[src/rtl/intersection_scheduler.sv]
// rtl/intersection_scheduler.sv - two-approach intersection phase sequencer
//
// Purpose: steps NS/EW approaches through green, yellow and all-red phases
// on active ticks (en & tick). It guarantees the two approaches are never
// non-red at the same time, and serves latched pedestrian requests with a
// walk window at the start of the matching green.
//
// Ports:
//   clk         rising-edge clock
//   rst         synchronous active-high reset
//   en          run enable; 0 freezes timing, requests still latch
//   tick        one-cycle timebase strobe
//   ped_req_ns  crossing request served during NS green
//   ped_req_ew  crossing request served during EW green
//   light_ns    NS light code (00 idle, 01 red, 10 green, 11 yellow)
//   light_ew    EW light code
//   countdown   ticks remaining in the current phase
//   walk_ns     NS walk signal
//   walk_ew     EW walk signal
//   phase_adv   one-cycle pulse after every phase change
//   phase       current phase code
module intersection_scheduler #(
    parameter int WIDTH    = 5,
    parameter int T_GREEN  = 15,
    parameter int T_YELLOW = 3,
    parameter int T_ALLRED = 2,
    parameter int T_WALK   = 7
) (
    input  logic             clk,
    input  logic             rst,
    input  logic             en,
    input  logic             tick,
    input  logic             ped_req_ns,
    input  logic             ped_req_ew,
    output logic [1:0]       light_ns,
    output logic [1:0]       light_ew,
    output logic [WIDTH-1:0] countdown,
    output logic             walk_ns,
    output logic             walk_ew,
    output logic             phase_adv,
    output logic [2:0]       phase
);

    localparam logic [2:0] PH_IDLE      = 3'd0;
    localparam logic [2:0] PH_NS_GREEN  = 3'd1;
    localparam logic [2:0] PH_NS_YELLOW = 3'd2;
    localparam logic [2:0] PH_CLR_1     = 3'd3;
    localparam logic [2:0] PH_EW_GREEN  = 3'd4;
    localparam logic [2:0] PH_EW_YELLOW = 3'd5;
    localparam logic [2:0] PH_CLR_2     = 3'd6;

    localparam logic [1:0] L_RED    = 2'b01;
    localparam logic [1:0] L_GREEN  = 2'b10;
    localparam logic [1:0] L_YELLOW = 2'b11;

    localparam logic [WIDTH-1:0] CD_ZERO   = '0;
    localparam logic [WIDTH-1:0] CD_ONE    = WIDTH'(1);
    localparam logic [WIDTH-1:0] CD_GREEN  = WIDTH'(T_GREEN);
    localparam logic [WIDTH-1:0] CD_YELLOW = WIDTH'(T_YELLOW);
    localparam logic [WIDTH-1:0] CD_ALLRED = WIDTH'(T_ALLRED);
    // Walk stays on while countdown is strictly above this value.
    localparam logic [WIDTH-1:0] WALK_THR  = WIDTH'(T_GREEN - T_WALK);

    logic             latch_ns;
    logic             latch_ew;

    logic             active;
    logic [2:0]       phase_n;
    logic [WIDTH-1:0] cd_n;
    logic             adv_n;

    logic [1:0]       light_ns_n;
    logic [1:0]       light_ew_n;
    logic             walk_ns_n;
    logic             walk_ew_n;
    logic             latch_ns_n;
    logic             latch_ew_n;
    logic             enter_ns;
    logic             enter_ew;

    assign active = en & tick;

    // State register: every output is registered so phase, countdown and
    // lights always change on the same edge.
    always_ff @(posedge clk) begin
        if (rst) begin
            phase     <= PH_IDLE;
            countdown <= CD_ZERO;
            light_ns  <= L_RED;
            light_ew  <= L_RED;
            walk_ns   <= 1'b0;
            walk_ew   <= 1'b0;
            phase_adv <= 1'b0;
            latch_ns  <= 1'b0;
            latch_ew  <= 1'b0;
        end else begin
            phase     <= phase_n;
            countdown <= cd_n;
            light_ns  <= light_ns_n;
            light_ew  <= light_ew_n;
            walk_ns   <= walk_ns_n;
            walk_ew   <= walk_ew_n;
            phase_adv <= adv_n;
            latch_ns  <= latch_ns_n;
            latch_ew  <= latch_ew_n;
        end
    end

    // Next-state logic: phase and countdown.
    always_comb begin
        phase_n = phase;
        cd_n    = countdown;
        adv_n   = 1'b0;
        if (phase > PH_CLR_2) begin
            // Unreachable codes recover through an all-red clearance so
            // neither approach can be handed green without one.
            phase_n = PH_CLR_2;
            cd_n    = CD_ALLRED;
            adv_n   = 1'b1;
        end else if (active) begin
            if (phase == PH_IDLE) begin
                phase_n = PH_NS_GREEN;
                cd_n    = CD_GREEN;
                adv_n   = 1'b1;
            end else if (countdown > CD_ONE) begin
                cd_n = countdown - CD_ONE;
            end else begin
                adv_n = 1'b1;
                case (phase)
                    PH_NS_GREEN:  begin phase_n = PH_NS_YELLOW; cd_n = CD_YELLOW; end
                    PH_NS_YELLOW: begin phase_n = PH_CLR_1;     cd_n = CD_ALLRED; end
                    PH_CLR_1:     begin phase_n = PH_EW_GREEN;  cd_n = CD_GREEN;  end
                    PH_EW_GREEN:  begin phase_n = PH_EW_YELLOW; cd_n = CD_YELLOW; end
                    PH_EW_YELLOW: begin phase_n = PH_CLR_2;     cd_n = CD_ALLRED; end
                    default:      begin phase_n = PH_NS_GREEN;  cd_n = CD_GREEN;  end
                endcase
            end
        end
    end

    // Output logic: values loaded into the output registers, derived from
    // the next phase so lights never lag the phase code.
    always_comb begin
        light_ns_n = L_RED;
        light_ew_n = L_RED;
        case (phase_n)
            PH_NS_GREEN:  light_ns_n = L_GREEN;
            PH_NS_YELLOW: light_ns_n = L_YELLOW;
            PH_EW_GREEN:  light_ew_n = L_GREEN;
            PH_EW_YELLOW: light_ew_n = L_YELLOW;
            default: begin
                light_ns_n = L_RED;
                light_ew_n = L_RED;
            end
        endcase

        enter_ns = adv_n && (phase_n == PH_NS_GREEN);
        enter_ew = adv_n && (phase_n == PH_EW_GREEN);

        // A request present in the entry cycle is served immediately, so
        // the latch is cleared rather than set on that edge.
        latch_ns_n = enter_ns ? 1'b0 : (latch_ns | ped_req_ns);
        latch_ew_n = enter_ew ? 1'b0 : (latch_ew | ped_req_ew);

        // Walk can only start on green entry; afterwards it only holds or
        // drops, so a mid-green request waits for the next green.
        if (enter_ns) begin
            walk_ns_n = latch_ns | ped_req_ns;
        end else if (phase_n == PH_NS_GREEN) begin
            walk_ns_n = walk_ns && (cd_n > WALK_THR);
        end else begin
            walk_ns_n = 1'b0;
        end

        if (enter_ew) begin
            walk_ew_n = latch_ew | ped_req_ew;
        end else if (phase_n == PH_EW_GREEN) begin
            walk_ew_n = walk_ew && (cd_n > WALK_THR);
        end else begin
            walk_ew_n = 1'b0;
        end
    end

endmodule

[config.mk]
export PLATFORM = sky130hd
export DESIGN_NAME = intersection_scheduler
export DESIGN_NICKNAME = d
export VERILOG_FILES = /design/src/rtl/intersection_scheduler.sv
export SDC_FILE = /design/constraint.sdc
export NUM_CORES = 1
export LEC_CHECK = 0
export BUFFER_PORTS_ARGS = -buffer_cell sky130_fd_sc_hd__buf_2
export CORE_MARGIN = 5
export CORE_UTILIZATION = 51
export CTS_BUF_LIST = sky130_fd_sc_hd__clkbuf_4
export DETAILED_ROUTE_END_ITERATION = 10
export HOLD_SLACK_MARGIN = 0.02
export MAX_ROUTING_LAYER = met4
export PLACE_DENSITY_LB_ADDON = 0.25
export SYNTH_ARGS = -nofsm -noshare
export SYNTH_HDL_FRONTEND = slang
export SYNTH_SLANG_ARGS = --single-unit
[constraint.sdc]
create_clock -name clk -period 1.95 [get_ports clk]
set_input_delay 0.0975 -clock clk [delete_from_list [all_inputs] [get_ports clk]]
set_output_delay 0.0975 -clock clk [all_outputs]
set_load 0.01 [all_outputs]
* Yosys cells after proc, flatten, opt, wreduce, memory -nomap -nowiden
Cells that the tools add are included.
** Storage, ports and cells
- Register bits after elaboration :: 17
- Output and inout bits :: 15
- Word-level logic and storage cells :: 54
** Cells by class
- $add $sub $neg :: 1
- Magnitude comparators :: 3
- Equal/unequal tests :: 9
- Muxes and demuxes :: 20
- Bitwise gates (word level) :: 3
- Reductions and logical operators :: 9
** Operators with widths (number)
- 5-bit 2-to-1 mux :: 4
- 3-bit case mux with 5 select lines :: 1
- 3-bit equality test, second input constant :: 4
- 3-bit 2-to-1 mux :: 4
- 3-bit by 2-bit equality test with 1-bit output, second input constant :: 3
- 1-bit 2-to-1 mux :: 8
- 2-bit case mux with 2 select lines :: 2
- 4-bit case mux with 2 select lines :: 1
- 2-bit OR reduction :: 4
- 3-bit by 1-bit equality test with 1-bit output, second input constant :: 2
- 5-bit by 1-bit greater-than comparator with 1-bit output, second input constant :: 1
- 5-bit by 4-bit greater-than comparator with 1-bit output, second input constant :: 1
- 5-bit by 1-bit subtractor with 5-bit output, second input constant :: 1
- 1-bit logical AND :: 4
- 3-bit greater-than comparator, second input constant :: 1
- 3-bit logical NOT :: 1
- 1-bit OR :: 2
- 1-bit bitwise AND :: 1

* Longest topological paths before layout
- Word-level depth :: 11
- Depth in mapped cells :: 9
- Depth with buffers taken out :: 8

* Worst setup path after synthesis
Ideal clock, no wire load.
- Kind :: reg2reg
- Start point :: register phase[1]
- End point :: register light_ns[1]
- Setup time :: 0.131 ns
- Data arrival time :: 2.053 ns
- Data required time :: 1.819 ns
- Path slack :: -0.234 ns
- Cell stages (with the launch flop) :: 10
- Buffers on the path :: 1
- Period minus slack after synthesis :: 2.184 ns
- Cells stage by stage :: dfxtp_1 clkbuf_1 inv_1 ha_1 o21ai_0 nand3b_1 mux2_2 o221ai_4 xnor2_1 nor3_2
** Between the ends
- Cells in the longest elaborated chain, start to end :: 8
- Elaborated cells between the ends (all ways) :: 15
- Classes of those cells :: order compare (1); eq/ne (7); mux (6); reduce/logical (1)
** RTL lines
- from (decl) :: line 41 : output logic [2:0] phase
- from (signal assigned) :: line 97 : phase <= phase_n;
- 3-bit equality test (tied with other cells) :: line 129 : case (phase)
- 3-bit case mux with 5 select lines :: line 129
- 3-bit 2-to-1 mux :: line 125 : end else if (countdown > CD_ONE) begin
- 3-bit 2-to-1 mux :: line 121 : if (phase == PH_IDLE) begin
- 3-bit 2-to-1 mux :: line 120 : end else if (active) begin
- 3-bit 2-to-1 mux * :: line 114 : if (phase > PH_CLR_2) begin
- 3-bit by 2-bit equality test with 1-bit output / 3-bit by 1-bit equality test with 1-bit output (equally long branches) :: line 146 : case (phase_n)
- 2-bit case mux with 2 select lines * :: line 146
- to (signal assigned) :: line 99 : light_ns <= light_ns_n;
- to (decl) :: line 35 : output logic [1:0] light_ns,
Every way passes the cells marked *; elsewhere a longest branch is shown, timed or not.
A chain may end at the register's enable or synchronous reset.

* Final worst setup path
- Start point :: register countdown[4]
- End point :: register light_ew[0]
** Between the ends
- Cells in the longest elaborated chain, start to end :: 7
- Elaborated cells between the ends (all ways) :: 8
- Classes of those cells :: order compare (1); eq/ne (2); mux (5)
** RTL lines
- from (decl) :: line 37 : output logic [WIDTH-1:0] countdown,
- from (signal assigned) :: line 98 : countdown <= cd_n;
- 5-bit by 1-bit greater-than comparator with 1-bit output * :: line 125
- 3-bit 2-to-1 mux * :: line 125
- 3-bit 2-to-1 mux * :: line 121
- 3-bit 2-to-1 mux * :: line 120
- 3-bit 2-to-1 mux * :: line 114
- 3-bit equality test :: line 146
- 2-bit case mux with 2 select lines * :: line 146
- to (signal assigned) :: line 100 : light_ew <= light_ew_n;
- to (decl) :: line 36 : output logic [1:0] light_ew,
Marks and branches as above.

==> reports/qor.yml <==
place.gp.congestion: 0.808
setup_viol: 0
finalInstanceArea_um2: 1360
critPathKind: "reg2reg"
portBuffers: 20
critPathLaunchType: "flop"
finClkSkew_ns: 0.000868
hold_start: "ped_req_ns"
power_density_nw_per_um2: 630
ys_seq_area_share_pct: 31.6
dieArea_um2: 3130
hold_viol: 0
synthXorXnorAreaFrac_pct: 0.813
yosys-top-cells-area: "dfxtp_1 32%, ha_1 4.6%, nor2_1 4.2%"
path_max_fanout: 7
gr-total-overflow: 0
drv_slew: 0
relSlewSlack_pct: 72.7
pre_cts_ws_ns: 0.0426
vias: 1055
first_global_vias: 1010
antenna_found_initial: 0
finalCritPeriodShare_pct: 98.3
grt_usage_pct: 17.2
path_clk_slew_ns: 0.10
r2r-end: "light_ew[0]"
drt_first_pass_iters: 4
critPathArrivalTime_ns: 2.09
tightest_slew_ns: 0.406
start_util_pct: 54.4
cp_slowest_cell: "or4_4"
r2r-start: "countdown[4]"
yosysTopAreaCell: "dfxtp_1"
grt_max_degree: 16
cp-startpoint: "countdown[4]"
layout.nets: 163
ys_seq_elements: 17
core_area_um2: 1980
synth_most_common_cell: "dfxtp_1"
async_reset_ff_share_pct: 0
routedWlPerCell_um: 14.6
internal_power_mw: 0.577
drt_iter0_markers: 22
drv_cap: 0
whs_path_depth: 3
synthesis.area_um2: 1080
fin_tns_setup_ns: 0
synthSimpleGateAreaFrac_pct: 31.8
syn_inst: 120
ys_dominant_reg_cell: "dfxtp_1"
whs_ns: 0.127
power_switching_share_pct: 32.5
diodes: 0
post-dp-hpwl_um: 1970
slowest_delay_ns: 0.54
synth_cell_types: 48
rrSetupSlack_ns: 0.03
rows: 16
chipWidth_um: 56.0
hold_buffers: 0
whs_endpoint: "latch_ns"
clk_latency_ns: 0.29
fp.dieH_um: 56.0
drc_errors: 0
area_growth_pct: 26.0
p_switching_mw: 0.278
clock_sinks: 17
cp_top_family: "simple AND/OR/NAND/NOR gates"
finalCriticalPeriod_ns: 1.92
layout-drive-gt1-share_pct: 42.1
synth_common_cells: "17 x dfxtp_1, 12 x nor2_1, 7 x nand2_1, 6 x a21oi_1"
wl_um: 2620
crit_path_frequent_cell: "nand3_4"
cts.path.max_buffers: 2
rsz0062_at_grt: "true"
cts_root_buf: "clkbuf_4"
synth_fa_ha_area_share_pct: 4.65
pwr-share-seq_pct: 45.7
synth_top_family_by_area: "simple AND/OR/NAND/NOR gates"
post_drt_via_cell_ratio: 5.89
synth-edff-count: 0
pwr-share-comb_pct: 32.7
cts_tree: "done"
synth-compound-area-share_pct: 24.7
peakVddDrop_v: 0.000582
endpoint_kind: "flop"
htree_num_levels: 1
p_leak_nw: 0.583
dpl_cell_area_um2: 1270
reg2reg_depth: 6
power_mw: 0.855
cp_num_buf_inv: 0
clock_power_share_pct: 21.6
ys.warnings.count: 0
cp.required_ns: 2.12
netlist.area_leader.share_pct: 31.6
grt_pass1_wl_um: 4380
min_path_type: "in2reg"
worstPathCellList: "nor3_4 > nand3_4 > or4_4 > nand3_4 > and3b_2 > nand2_1"
drtAntennaViolNets: 0
synthMuxAreaShare_pct: 3.02
fin_ws_ns: 0.0322
ios: 21
status: "complete, no violations"
syn_area_per_cell_um2: 8.98
synth_nets: 130
cts_made_buffers: 3
clock.fmax_mhz: 521
==> layer usage <==
metal | vias to the layer above | routed length, µm | GRT usage, %
met5 | - | 0 | -
met4 | 0 | 33 | 5.76
met2 | 42 | 1280 | 28.2
li1 | 515 | - | -
met3 | 5 | 142 | 2.32
met1 | 493 | 1160 | 21.8
==> worst min-delay path: stages <==
cell,delay [ns]
buf_2,0.10
nor2_1,0.12
a211oi_2,0.05
==> registers in the layout, summed over array words and instances, names as in the netlist <==
signal / cells
countdown: 5
phase_adv: 1
light_ns: 2
light_ew: 2
latch_ew: 1
latch_ns: 1
walk_ew: 1
walk_ns: 1
phase: 3
==> logic make-up after synthesis <==
group / Yosys count
AO/OA/AOI/OAI: 31
XOR/XNOR: 1
adder cells (fa/ha/maj): 4
buffers and inverters: 9
flip-flops: 17
multiplexers: 3
AND/OR/NAND/NOR: 55
==> worst max path at each step <==
stage | to | slack, ns | depth (start not counted)
after CTS | light_ew[0] | 0.02 | 7
after detailed placement | light_ew[0] | 0.04 | 7
final | light_ew[0] | 0.03 | 6
after floorplan | light_ew[0] | 0.01 | 7
after global routing | walk_ns | -0.03 | 9
after global placement | light_ew[0] | 0.05 | 7
==> metrics by stage <==
step / cells / utilization [%]
final: 179 / 68.5
after global routing: 179 / 68.5
after CTS: 176 / 65.4
after detailed placement: 172 / 64.0
after global placement: 172 / 64.0
after floorplan: 120 / -
==> power by group through the flow <==
stage                     Sequential (mW)  Clock (mW)  Combinational (mW)
after global routing                0.395       0.203               0.302
after global placement              0.398           0               0.245
after floorplan                     0.408           0               0.167
final                               0.391       0.185               0.279
after CTS                           0.391       0.187               0.252
after detailed placement            0.399           0               0.251
==> placed cells by master, fill, tap and decap left out, drive strengths merged, types with 4 or more instances in the layout <==
cell type and n:
buf 33, o21ai 4, nor3 6, and2 4, inv 4, dfxtp 17, nand3b 4, nand2 7
ha 4, nor2 13, a21oi 6, nand3 5
==> final cells by class <==
type | count | area [µm²]
tap | 27 | 33.8
sequential | 17 | 349
inverter | 4 | 15.0
clock inverter | 1 | 5.00
clock buffer | 3 | 22.5
fill | 151 | 624
multi-input combinational | 94 | 734
timing repair buffer | 33 | 198
==> repair_timing <==
item | in CTS | in global routing
buffers inserted | 0 | 3
resized for setup | 0 | 12
setup endpoints to repair | 0 | 7
No activity file was read; power rests on OpenSTA's default activity.
